**src/rtl/seg_scan_ctrl.sv**
```systemverilog
// Four-digit common-anode seven-segment scanner with frame-synchronous value
// commit, leading-zero blanking and per-digit decimal points.

module seg_digit (
  input  logic [3:0] nib,
  input  logic       blank,
  output logic [6:0] seg
);
  always_comb begin
    seg = 7'h7F;
    if (!blank) begin
      unique case (nib)
        4'h0: seg = 7'b1000000;
        4'h1: seg = 7'b1111001;
        4'h2: seg = 7'b0100100;
        4'h3: seg = 7'b0110000;
        4'h4: seg = 7'b0011001;
        4'h5: seg = 7'b0010010;
        4'h6: seg = 7'b0000010;
        4'h7: seg = 7'b1111000;
        4'h8: seg = 7'b0000000;
        4'h9: seg = 7'b0010000;
        4'hA: seg = 7'b0001000;
        4'hB: seg = 7'b0000011;
        4'hC: seg = 7'b1000110;
        4'hD: seg = 7'b0100001;
        4'hE: seg = 7'b0000110;
        4'hF: seg = 7'b0001110;
      endcase
    end
  end
endmodule

module seg_scan_ctrl #(
  parameter int DIV_COUNT = 100000,
  parameter int CNT_W     = 20
) (
  input  logic        clk,
  input  logic        rst,
  input  logic [15:0] value,
  input  logic        load,
  input  logic        enable,
  input  logic        blank_lz,
  input  logic [3:0]  dp,
  output logic [3:0]  an,
  output logic [6:0]  seg,
  output logic        dp_n,
  output logic        frame_tick,
  output logic        pending
);
  localparam int NUM_DIG = 4;
  localparam logic [CNT_W-1:0] LAST = CNT_W'(DIV_COUNT - 1);

  logic [CNT_W-1:0]              cnt;
  logic [1:0]                    idx;
  logic [15:0]                   disp, shadow;
  logic [NUM_DIG-1:0][3:0]       nib;
  logic [NUM_DIG-1:0]            blank;
  logic [NUM_DIG-1:0][6:0]       dig_seg;
  logic                          slot_end, wrap, commit;

  assign nib      = disp;
  assign slot_end = enable && (cnt == LAST);
  assign wrap     = slot_end && (idx == 2'd3);
  // Dark display has no frame to tear, so commits happen immediately.
  assign commit   = wrap || !enable;

  // Digit k blanks only when it and every digit to its left are zero.
  for (genvar k = 0; k < NUM_DIG; k++) begin : g_dig
    if (k == 0) begin : g_lsd
      assign blank[k] = 1'b0;
    end else begin : g_hi
      assign blank[k] = blank_lz && ~|disp[15:4*k];
    end
    seg_digit u_dig (.nib(nib[k]), .blank(blank[k]), .seg(dig_seg[k]));
  end

  always_ff @(posedge clk or posedge rst) begin
    if (rst) begin
      cnt        <= '0;
      idx        <= '0;
      disp       <= '0;
      shadow     <= '0;
      pending    <= 1'b0;
      frame_tick <= 1'b0;
      an         <= 4'hF;
      seg        <= 7'h7F;
      dp_n       <= 1'b1;
    end else begin
      if (enable) begin
        if (slot_end) begin
          cnt <= '0;
          idx <= idx + 2'd1;
        end else begin
          cnt <= cnt + CNT_W'(1);
        end
      end
      frame_tick <= wrap;

      if (commit) begin
        if (load)         disp <= value;
        else if (pending) disp <= shadow;
        pending <= 1'b0;
      end else if (load) begin
        shadow  <= value;
        pending <= 1'b1;
      end

      if (enable) begin
        an   <= ~(4'b0001 << idx);
        seg  <= dig_seg[idx];
        dp_n <= ~dp[idx];
      end else begin
        an   <= 4'hF;
        seg  <= 7'h7F;
        dp_n <= 1'b1;
      end
    end
  end
endmodule

```
**config.mk**
```make
export PLATFORM = sky130hd
export DESIGN_NAME = seg_scan_ctrl
export DESIGN_NICKNAME = d
export VERILOG_FILES = /design/src/rtl/seg_scan_ctrl.sv
export SDC_FILE = /design/constraint.sdc
export NUM_CORES = 1
export LEC_CHECK = 0
export BUFFER_PORTS_ARGS = -buffer_cell sky130_fd_sc_hd__buf_2
export CAP_MARGIN = 20
export CORE_UTILIZATION = 30
export CTS_CLUSTER_DIAMETER = 200
export CTS_CLUSTER_SIZE = 10
export DETAILED_ROUTE_END_ITERATION = 7
export HOLD_SLACK_MARGIN = 0.08
export PLACE_DENSITY = 0.5
export RECOVER_POWER = 100
export SYNTH_ARGS = -nofsm -noshare
export SYNTH_HDL_FRONTEND = slang
export SYNTH_SLANG_ARGS = --single-unit
```
**constraint.sdc**
```tcl
create_clock -name clk -period 2.8 [get_ports clk]
set_input_delay 0.56 -clock clk [delete_from_list [all_inputs] [get_ports clk]]
set_output_delay 0.56 -clock clk [all_outputs]
set_load 0.03 [all_outputs]
```
==> summary by stage, run 1 <==
CTS
Hold repair after CTS inserted 0 buffers. In this run the clock root is driven by a sky130_fd_sc_hd__clkbuf_16. The number of sinks handled by clock tree synthesis is 68. The clock latency on the worst-skew pair is 0.33 ns. After clock tree synthesis, the clock-pin slew on the worst setup and hold paths is roughly 0.050 ns.

The H-tree depth is 3. Post-CTS timing repair inserted 0 buffers for setup. The maximum number of buffers from clock root to sink is 2. The TritonCTS clock tree is built. In this run, CTS created clock tree buffers numbering 9. Once the clock tree was built, the resizer swapped 0 gates to a different size.

Critical path
STA puts the critical path data arrival time at approximately 2.6 ns. The critical path goes through clkbuf_1, clkbuf_1, inv_1, o21ai_0, o31ai_4, buf_4, mux2_1. The slowest library cell on the worst path is sky130_fd_sc_hd__clkbuf_1. The timing startpoint of the critical path is enable. The type of destination of the critical path is a flip-flop.

Counting stages on the worst path, the most repeated cell is sky130_fd_sc_hd__clkbuf_1. The startpoint kind of the worst setup timing path is an input port. The type of the worst setup path is in -> reg. The worst register-to-register path begins at disp[12]. The largest stage delay on the critical path is about 0.65 ns.

In this design, the largest share of critical-path delay is due to buffers and inverters. The worst path required time is approximately 3.0 ns. In this run the worst path has a maximum fanout of 18. The critical path buffer and inverter count is 4.

Die
The starting density of the core is 0.310. In this run the vertical extent of the chip is 122 um. In this run the count of I/O pins placed on the die edge is 39. The area of the die is 0.0150 mm2. The die span in x is 122 um.

The floorplan core area is 0.0140 mm2. The floorplan row count is 43.

Layout
The count of non-filler cells in the finished layout is ~610. The leading cell type in the layout, fill and taps excluded is sky130_fd_sc_hd__dfrtp_1. The ratio of cells with drive above 1 in the final layout is 0.231. The number of inserted diodes is 0. The area added between synthesis and finish is 13.7%.

The top cell types in the final layout, fill and taps aside, are sky130_fd_sc_hd__dfrtp_1 (56), sky130_fd_sc_hd__mux2i_1 (31), sky130_fd_sc_hd__mux2_2 (30). For this run, the post-layout net count is between 400 and 500. At the end of the flow the core is filled with cells to 0.353.

Placed design
The number of placed instances, taps included is 597. Timing analysis after detailed placement gives a worst setup slack of around 0.51 ns. The count of buffers added on input and output ports is 38. Detailed placement ended at an HPWL of 7210 um. The global placement routability congestion is 0.793.

Logic synthesis
For this run, the leading register cell type out of synthesis is sky130_fd_sc_hd__dfrtp_1. The synthesized design contains 68 register bits. The dominant combinational cell family by area after synthesis is multiplexers.

For this run, the register share of the synthesized area comes to 0.395. The proportion of synthesized flip-flops having asynchronous set or reset is 1.00. By area the synthesized netlist is led by sky130_fd_sc_hd__dfrtp_1 (32%), sky130_fd_sc_hd__ha_1 (8.4%), sky130_fd_sc_hd__mux2_2 (7.8%). The mapped cell area is approximately 0.0043 mm2.

The compound-gate portion of the synthesized area is 0.105. sky130_fd_sc_hd__dfrtp_1 takes more of the synthesized area than any other cell. Of the post-synthesis cell area, the dominant cell type holds 0.323. Counting flops with a built-in enable in the synthesized netlist gives 0. Of the total synthesized cell area, the portion taken by XOR and XNOR cells is 0.0343. Of the total synthesized cell area, the portion taken by AND, OR, NAND and NOR gates is 0.130.

The synthesized instance count is 389. The multiplexer share of the synthesized area is 0.207. Yosys mapped the design onto 65 distinct sky130hd cell types. The total of warnings raised by yosys is 0. Synthesis produced a netlist with a net count of 443. The average footprint of a synthesized cell is 11.2 um2.

The adder-cell share of the synthesized area is 0.0836.

Route
The via count of the routed design is between 3000 and 4000. The count of nets left with antenna violations once routing finished came out at 0. The routed design has between 9000 and 10000 um of wire. The average via count per standard cell is around 5. The first detailed-routing pass took 4 iterations. Dividing the detail-routed wire length by the instance count gives 15.8 um. After the first detailed-routing iteration, the DRC count stood at 135. The number of DRC violations after detailed routing is 0.

Global route
Entering global routing, the biggest net connects 42 pins. The combined global-route utilization of all metal layers is 0.142. The via count of the first global-routing pass is 3066.

The number of antenna violations at the first check in global routing was 0. The global-route wire length before repair is approximately 16000 um. The total congestion overflow is 0.

STA
The final setup violation count is 0. The final-report max-slew violation count is 0. Across all setup checks in the final design, the least slack found is between 0.4 and 0.5 ns.

The share of the clock period used by the worst path is 0.851. At the pin with the least slew margin, the transition time is around 1.1 ns. Setup repair after global routing left no endpoint under its margin.

The final number of hold-violating endpoints is 0. The timing-limited maximum frequency is 0.420 GHz. The clock period could shrink to about 2.4 ns.

The final sum of negative setup slack is 0 ns. The worst pin sits at a relative slew slack of 0.285. The final setup skew is 0.00608 ns.

Hold path
The worst hold path class is in -> reg. The start point of the worst hold path is value[11].

Pwr
The static leakage is 2.18 nW. The power density over the cells is 681 mW/mm2. The maximum VDD drop is 0.000302 V. The overall power of the completed layout is 3.36 mW.

Run
The tool flagged a number of max-cap violations equal to 0.

Outcome
The flow ran to the end, and the final reports show no timing, DRC or antenna violations.
cell families after synthesis:
| kind of cell | Yosys count |
|---|---|
| AOI/OAI and AO/OA | 60 |
| xor gates and xnor gates | 17 |
| muxes | 76 |
| buffers and inverters | 40 |
| adders and majority gates | 29 |
| and+or+nand+nor | 99 |
| DFF | 68 |
state kept, by name, summed over array words and instances, names as in the netlist:
name / flops
disp: 16
an: 4
frame_tick: 1
pending: 1
cnt: 20
shadow: 16
dp_n: 1
seg: 7
idx: 2
final timing paths:
check / end / cells past startpoint / slack [ns]
worst max register to register: seg[1] / 7 / 0.47
max in group asynchronous: idx[0] / 3 / 0.70
worst min register to register: shadow[6] / 1 / 0.49
worst min-delay path: shadow[11] / 2 / 0.45
worst max-delay path: disp[2] / 7 / 0.42
min in group asynchronous: shadow[4] / 2 / 0.49
final cells by class:
class / instances / area (um2)
Clock inverter: 4 / 48.8
Inverter: 17 / 63.8
Multi-Input combinational cell: 281 / 2390
Fill cell: 1427 / 9050
Sequential cell: 68 / 1720
Clock buffer: 12 / 246
Tap cell: 180 / 225
Timing Repair Buffer: 51 / 248
metrics by stage:
step                      hold WS, ns  area (um2)
after global routing            0.446        4940
after floorplan                 0.460        4340
after detailed placement        0.491        4730
final                           0.452        4940
after global placement          0.488        4730
after CTS                       0.329        5030
worst reg2reg max path: cells and delay by family (launching register included):
kind	cells	cell delay, ns
AOI/OAI and AO/OA	3	1.02
adders and majority gates	1	0.28
and+or+nand+nor	1	0.14
DFF	1	0.46
buffers and inverters	2	0.36
synthesized netlist by cell type, types with 2 or more instances:
library cell,count
sky130_fd_sc_hd__a2111oi_0,2
sky130_fd_sc_hd__a211o_1,3
sky130_fd_sc_hd__a211oi_1,2
sky130_fd_sc_hd__a21o_1,2
sky130_fd_sc_hd__a21oi_1,8
sky130_fd_sc_hd__a221o_1,3
sky130_fd_sc_hd__a221oi_1,2
sky130_fd_sc_hd__a22oi_1,2
sky130_fd_sc_hd__a311oi_1,2
sky130_fd_sc_hd__a31oi_1,3
sky130_fd_sc_hd__and3_1,5
sky130_fd_sc_hd__and4_1,3
sky130_fd_sc_hd__buf_2,2
sky130_fd_sc_hd__buf_4,3
sky130_fd_sc_hd__buf_6,2
sky130_fd_sc_hd__clkbuf_1,13
sky130_fd_sc_hd__dfrtp_1,56
sky130_fd_sc_hd__dfstp_2,12
sky130_fd_sc_hd__ha_1,29
sky130_fd_sc_hd__inv_1,16
sky130_fd_sc_hd__mux2_2,30
sky130_fd_sc_hd__mux2_4,10
sky130_fd_sc_hd__mux2i_1,31
sky130_fd_sc_hd__mux4_2,4
sky130_fd_sc_hd__nand2_1,24
sky130_fd_sc_hd__nand2b_1,3
sky130_fd_sc_hd__nand3_1,8
sky130_fd_sc_hd__nand4_1,6
sky130_fd_sc_hd__nor2_1,15
sky130_fd_sc_hd__nor2b_1,6
sky130_fd_sc_hd__nor3_1,9
sky130_fd_sc_hd__nor3b_1,2
sky130_fd_sc_hd__nor4_1,2
sky130_fd_sc_hd__nor4b_1,3
sky130_fd_sc_hd__nor4bb_1,2
sky130_fd_sc_hd__o211ai_1,3
sky130_fd_sc_hd__o21ai_0,12
sky130_fd_sc_hd__o22ai_1,5
sky130_fd_sc_hd__o2bb2ai_1,2
sky130_fd_sc_hd__o311ai_0,2
sky130_fd_sc_hd__xnor2_1,10
sky130_fd_sc_hd__xor2_1,7
where the power goes:
part,internal [mW],switching [mW],leakage (nW)
Sequential,1.15,0.205,0.821
Clock,0.712,0.414,0.147
Combinational,0.423,0.460,1.22
Total,2.28,1.08,2.18
layer usage:
metal,track usage,part of all wire
met4,0.0572,0.016
met3,0.0353,0.035
met1,0.197,0.52
met5,0,0
met2,0.210,0.43
No activity file was read; power rests on OpenSTA's default activity.
==> inputs of run 2 (changes only) <==
--- a/config.mk
+++ b/config.mk
@@ -7,12 +7,12 @@
 export LEC_CHECK = 0
 export BUFFER_PORTS_ARGS = -buffer_cell sky130_fd_sc_hd__buf_2
 export CAP_MARGIN = 20
-export CORE_UTILIZATION = 30
+export CORE_UTILIZATION = 40
 export CTS_CLUSTER_DIAMETER = 200
 export CTS_CLUSTER_SIZE = 10
 export DETAILED_ROUTE_END_ITERATION = 7
 export HOLD_SLACK_MARGIN = 0.08
-export PLACE_DENSITY = 0.5
+export PLACE_DENSITY = 0.61
 export RECOVER_POWER = 100
 export SYNTH_ARGS = -nofsm -noshare
 export SYNTH_HDL_FRONTEND = slang
==> summary by stage, run 2 (same netlist as run 1, synthesis figures left out) <==
Outcome
The run finished with clean final reports.

CTS
CTS placed an instance of sky130_fd_sc_hd__clkbuf_8 at the clock tree root. The quantity of gates resized following cts is 0 (unchanged). The number of sinks handled by clock tree synthesis was 68 (unchanged).

TritonCTS built the clock tree. The quantity of hold-fixing buffers added after cts is 0 (unchanged). The maximum number of buffers from clock root to sink is 2 (unchanged). The number of buffers added for setup after CTS is 0 (unchanged). The number of buffers created by CTS is 9 (unchanged). The clock latency on the worst-skew pair is 0.34 ns (about the same). The H-tree depth was 3 (unchanged). The clock transition at the registers of the reported paths is 0.08 ns (+0.03 ns).

Pwr
The internal portion of total power is 2.06 mW (-9.7%). The overall power of the completed layout is 3.10 mW (-7.9%). The fraction of power consumed by sequential logic was 0.440 (+0.038).

The switching fraction of total power is 0.334 (+0.0133). The fraction of power consumed by the clock network is 0.283 (-0.052). The maximum VDD drop is 0.000265 V (-12%). The combinational share of power was 0.277 (+0.014). The static leakage is 2.13 nW (-2.3%). The switching power total is 1.04 mW (-4.1%). The power density over the cells came to 649 mW/mm2 (-4.8%).

Global route
The met2 usage is 0.246 (+0.0362). The combined global-route utilization of all metal layers is 0.171 (+0.0287). The number of antenna violations at the first check in global routing is 0 (unchanged).

The global-route wire length before repair came to 15000 um (-6.8%). The via count of the first global-routing pass was 2956 (-3.6%). After global routing, the most crowded layer is met1. The met3 track demand over resource in global routing is 0.0392 (+0.00392). The met1 routing resource usage after global routing is 0.248 (+0.0510). The total congestion overflow is 0 (unchanged). The pin count of the biggest net entering global routing is 42 (unchanged).

Layout
The ratio of cells with drive above 1 in the final layout is 0.232 (+0.00107). The fill cell instance count of the final layout was 1035 (-27%). The flip-flop count of the largest register, all copies and words added was 20 (unchanged). The largest registers in the layout are cnt x20, disp x16, shadow x16. The leading cell type in the layout, fill and taps excluded is sky130_fd_sc_hd__dfrtp_1. The largest register by flop count is cnt. The number of inserted diodes is 0 (unchanged). The final-stage net count is 480 (-0.41%). In the layout the commonest cells are sky130_fd_sc_hd__dfrtp_1 (56), sky130_fd_sc_hd__mux2i_1 (31), sky130_fd_sc_hd__mux2_2 (30). The register area was 0.00172 mm2 (unchanged). The area added between synthesis and finish is 9.94%. The area occupied by multi-input gates is 0.00237 mm2 (-0.68%).

Die
The number of top-level pins is 39 (unchanged). The die boundary height is 106 um (-13%). The area of the die is 0.0113 mm2 (-25%).

The floorplan core area is 0.0104 mm2 (-26%). The die span in x was 106 um (-13%). The starting density of the core came to 0.417 (+0.106). The floorplan row count was 37 (-14%).

STA
The post-route minimum period is 2.41 ns (+0.0283 ns). The final sum of negative setup slack came to 0 ns (unchanged). The worst slew slack as a fraction of its limit came to 0.309 (+0.0238). The final number of hold-violating endpoints is 0 (unchanged).

Setup repair after global routing left no endpoint under its margin. The final setup skew was 0.0129 ns (+0.00677 ns). The final setup violation count is 0 (unchanged). The share of the clock period used by the worst path was 0.861 (+0.0101). The final-report max-slew violation count is 0 (unchanged).

The timing-limited maximum frequency was 0.415 GHz (-1.2%). The pin slew with the least headroom to its limit came to 1.04 ns (-0.0357 ns).

Run
The max-cap check violation count is 0 (unchanged).

Critical path
Among cell families on the critical path, the largest total delay comes from buffers and inverters. The startpoint kind of the worst setup timing path is a flip-flop. The type of the worst setup path is reg -> reg. The critical path goes through ha_1, and4_1, nand2_1, o31ai_4, buf_4, clkbuf_1, mux2i_1.

The largest stage delay on the critical path came to 0.47 ns (-0.18 ns). The critical path buffer and inverter count is 2 (-2). The worst path required time is 3.06 ns (+0.05 ns). The data arrival time at the worst-slack endpoint is 2.67 ns (+0.08 ns).

The slowest stage of the critical path belongs to the cell sky130_fd_sc_hd__o31ai_4. The worst setup path is captured at a flip-flop. The largest fanout on the critical path was 9 (-9).

Route
The via count of the routed design was 3085 (+0.55%). The routed wire length is 8910 um (-8.2%). The wire length per cell was 15.7 um (-0.75%). The initial DRC count is 199 (+47%). The number of detailed-route iterations in the first pass is 4 (unchanged). The post-detailed-route count of antenna-violating nets was 0 (unchanged). The number of DRC violations after detailed routing is 0 (unchanged).

The average via count per standard cell is 5.44 (+8.7%).

Placed design
The port buffer count was 38 (unchanged). The global placement routability congestion was 0.882 (+11%). The half-perimeter wire length of the detailed placement result is 6460 um (-10%).

Hold path
The path class of the tightest hold or removal check is in -> reg.
==> run 2: worst reg2reg max path, delay by kind of cell, from the launching register on <==
family | cells | cell delay (ns)
adder cells (fa/ha/maj) | 1 | 0.18
buffers and inverters | 2 | 0.54
multiplexers | 1 | 0.22
flip-flops | 1 | 0.41
AO/OA/AOI/OAI | 1 | 0.47
AND/OR/NAND/NOR | 2 | 0.52
==> run 2: power by group through the flow <==
stage               sequential (mW)  clock [mW]  combinational [mW]
finish                         1.36       0.876               0.858
global route                   1.39       0.940               0.956
CTS                            1.36       0.905               0.890
detailed placement             1.38           0               0.885
global placement               1.37           0               0.867
floorplan                      1.31           0               0.748
==> run 2: path summary, 6_finish.rpt <==
path	startpoint	end	slack (ns)	depth (start not counted)
setup reg to reg	cnt[0]	disp[4]	0.39	7
max in group asynchronous	rst	idx[1]	0.78	3
setup / recovery	cnt[0]	disp[4]	0.39	7
hold / removal	value[14]	shadow[14]	0.44	2
hold reg to reg	shadow[14]	shadow[14]	0.49	1
min in group asynchronous	rst	disp[11]	0.46	2
==> run 2: metal layers <==
layer  vias to the layer above  wire, um
met3                        17       363
met1                      1499      4530
met2                        75      3870
li1                       1494         -
met5                         -         0
met4                         0       152
==> run 2: final cells by class <==
class / instances / area share
Clock buffer: 9 / 0.0260
Clock inverter: 7 / 0.0189
Inverter: 17 / 0.0134
Multi-Input combinational cell: 281 / 0.497
Sequential cell: 68 / 0.360
Tap cell: 136 / 0.0356
Timing Repair Buffer: 49 / 0.0498
==> run 2: through the flow <==
step,utilization,area [um2],cells,worst slack [ns],hold WS [ns]
after floorplan,-,4340,389,0.548,0.460
after global placement,0.448,4660,551,0.487,0.485
after detailed placement,0.448,4660,551,0.473,0.490
after CTS,0.468,4880,567,0.529,0.293
after global routing,0.458,4770,567,0.220,0.423
final,0.458,4770,567,0.390,0.443
==> inputs of run 3 (changes only) <==
--- a/config.mk
+++ b/config.mk
@@ -7,6 +7,7 @@
 export LEC_CHECK = 0
 export BUFFER_PORTS_ARGS = -buffer_cell sky130_fd_sc_hd__buf_2
 export CAP_MARGIN = 20
+export CORE_ASPECT_RATIO = 1.25
 export CORE_UTILIZATION = 40
 export CTS_CLUSTER_DIAMETER = 200
 export CTS_CLUSTER_SIZE = 10
==> summary by stage, run 3 (same netlist as run 1, synthesis figures left out) <==
Route
The total met3 wirelength after detailed routing came to 240 um (-34%). The initial DRC count came to 199 (unchanged). The average via count per standard cell is 5.54 (+1.8%). The wire length per cell is 16.5 um (+5.0%). The number of DRC violations after detailed routing came to 0 (unchanged). The met2 wirelength from detailed routing is 4560 um (+18%). After detailed routing, no signal wire sits above met4. The post-detailed-route count of antenna-violating nets came to 0 (unchanged). The length of routed wiring on met1 is 4280 um (-5.4%). The via count of the routed design was 3108 (+0.75%).

The number of detailed-route iterations in the first pass is 4 (unchanged). The routed wire length is 9260 um (+3.9%).

STA
The pin slew with the least headroom to its limit came to 1.13 ns (+0.0983 ns). The final number of hold-violating endpoints is 0 (unchanged). The worst setup margin is 0.377 ns (-0.0131 ns).

Setup repair after global routing left no endpoint under its margin. The worst slew slack as a fraction of its limit is 0.244 (-0.0648). The final-report max-slew violation count is 0 (unchanged). The final setup skew is 0.0100 ns (-0.00282 ns). The post-route minimum period is 2.42 ns (+0.0131 ns). The timing-limited maximum frequency was 0.413 GHz (-0.54%). The final setup violation count is 0 (unchanged). The share of the clock period used by the worst path is 0.865 (+0.00468). The final sum of negative setup slack came to 0 ns (unchanged).

The minimum hold slack is 0.416 ns (-0.0272 ns).

Layout
In the layout the commonest cells are sky130_fd_sc_hd__dfrtp_1 (56), sky130_fd_sc_hd__mux2i_1 (31), sky130_fd_sc_hd__mux2_2 (30). The largest registers in the layout are cnt x20, disp x16, shadow x16. The register with the most flip-flops in the final layout is cnt. The library cell used most frequently in the layout, excluding fill and tap cells, is sky130_fd_sc_hd__dfrtp_1.

The area added between synthesis and finish is 10.5%. The flip-flop count of the largest register, all copies and words added came to 20 (unchanged). The final-stage net count was 478 (-0.42%). The count of non-filler cells in the finished layout is 561 (-1.1%). The ratio of cells with drive above 1 in the final layout came to 0.226 (-0.00591). The number of inserted diodes is 0 (unchanged).

CTS
The maximum number of buffers from clock root to sink is 2 (unchanged). The number of sinks handled by clock tree synthesis is 68 (unchanged). The clock transition at the registers of the reported paths was 0.06 ns (-0.02 ns). The quantity of hold-fixing buffers added after cts was 0 (unchanged). The TritonCTS clock tree is built. The clock latency on the worst-skew pair came to 0.34 ns (about the same). The number of buffers added for setup after CTS was 0 (unchanged). In this run the clock root is driven by a sky130_fd_sc_hd__clkbuf_16.

The quantity of gates resized following cts came to 0 (unchanged). The number of buffers created by CTS is 9 (unchanged). The H-tree depth is 3 (unchanged).

Global route
The via count of the first global-routing pass is 3085 (+4.4%). The number of antenna violations at the first check in global routing is 0 (unchanged). The global-route wire length before repair is 15600 um (+3.8%). The combined global-route utilization of all metal layers is 0.182 (+0.0107). The pin count of the biggest net entering global routing is 45 (+7.1%).

The total congestion overflow was 0 (unchanged).

Pwr
The power density over the cells came to 669 mW/mm2 (+3.2%). The maximum VDD drop is 0.000228 V (-14%). The static leakage was 2.15 nW (+0.81%). The overall power of the completed layout is 3.21 mW (+3.8%).

Placed design
The half-perimeter wire length of the detailed placement result is 6640 um (+2.7%). The port buffer count is 38 (unchanged). The worst slack after detailed placement is 0.547 ns (+0.0740 ns).

The global placement routability congestion is 0.810 (-8.1%). The number of placed instances, taps included came to 545 (-1.1%).

Die
The number of top-level pins is 39 (unchanged). The area of the die is 0.0113 mm2 (about the same). The floorplan row count was 42 (+14%). The starting density of the core is 0.411 (-0.00578). The die boundary height is 118 um (+12%). The floorplan core area was 0.0106 mm2 (+1.4%). The die span in x is 95.2 um (-10%).

Critical path
The type of the worst setup path is reg -> reg. The slowest stage of the critical path is the sky130_fd_sc_hd__o311ai_0 cell. The gate family responsible for the most delay along the worst path is simple AND/OR/NAND/NOR gates. The worst path required time was 3.01 ns (-0.05 ns). The largest stage delay on the critical path is 0.44 ns (-0.03 ns). The data arrival time at the worst-slack endpoint is 2.63 ns (-0.04 ns).

STA classifies the critical path endpoint as a flip-flop. The critical path buffer and inverter count came to 1 (-1). The largest fanout on the critical path came to 16 (+7). The signal on the critical path passes through ha_1, and4_1, nand2_1, o311ai_0, buf_4, mux2_2. The setup slack of the most critical reg-to-reg path is 0.38 ns (about the same). The worst setup path is launched from a flip-flop.

Outcome
The flow ran to the end, and the final reports show no timing, DRC or antenna violations.

Run
The max-cap check violation count came to 0 (unchanged).

Hold path
In this run the worst hold path is classified as in -> async.
[run 3: through the flow]
stage                     utilization  area, um2
after floorplan                     -       4340
after global routing            0.454       4800
after CTS                       0.464       4900
after global placement          0.440       4640
after detailed placement        0.440       4640
final                           0.454       4800
[run 3: layout make-up]
class	instances	area (um2)
Inverter	17	63.8
Multi-Input combinational cell	281	2370
Clock inverter	3	15.0
Timing Repair Buffer	47	228
Sequential cell	68	1720
Clock buffer	13	240
Fill cell	1026	5760
Tap cell	132	165
[run 3: metal layers]
| layer | track usage | vias to the layer above |
|---|---|---|
| met3 | 0.0309 | 11 |
| met4 | 0.0824 | 0 |
| met2 | 0.287 | 47 |
| met1 | 0.239 | 1555 |
| met5 | 0 | - |
| li1 | - | 1495 |
[run 3: path summary, 6_finish.rpt]
kind                                start         end  cells after the start
worst max register to register     cnt[0]   shadow[3]                      6
max in group asynchronous             rst      cnt[8]                      3
worst min register to register  shadow[9]   shadow[9]                      1
min in group clk                 value[9]   shadow[9]                      2
worst min-delay path                  rst  frame_tick                      2
worst max-delay path               cnt[0]   shadow[3]                      6
[run 3: power by group]
part | internal [mW] | switching (mW) | leakage [nW]
logic | 0.419 | 0.439 | 1.20
clock network | 0.595 | 0.397 | 0.127
registers | 1.15 | 0.216 | 0.821
[run 3: worst reg2reg max path, delay by kind of cell, from the launching register on]
kind | cells | cell delay, ns
DFF | 1 | 0.41
buffers and inverters | 1 | 0.36
AOI/OAI and AO/OA | 1 | 0.44
muxes | 1 | 0.37
adders and majority gates | 1 | 0.18
and+or+nand+nor | 2 | 0.53
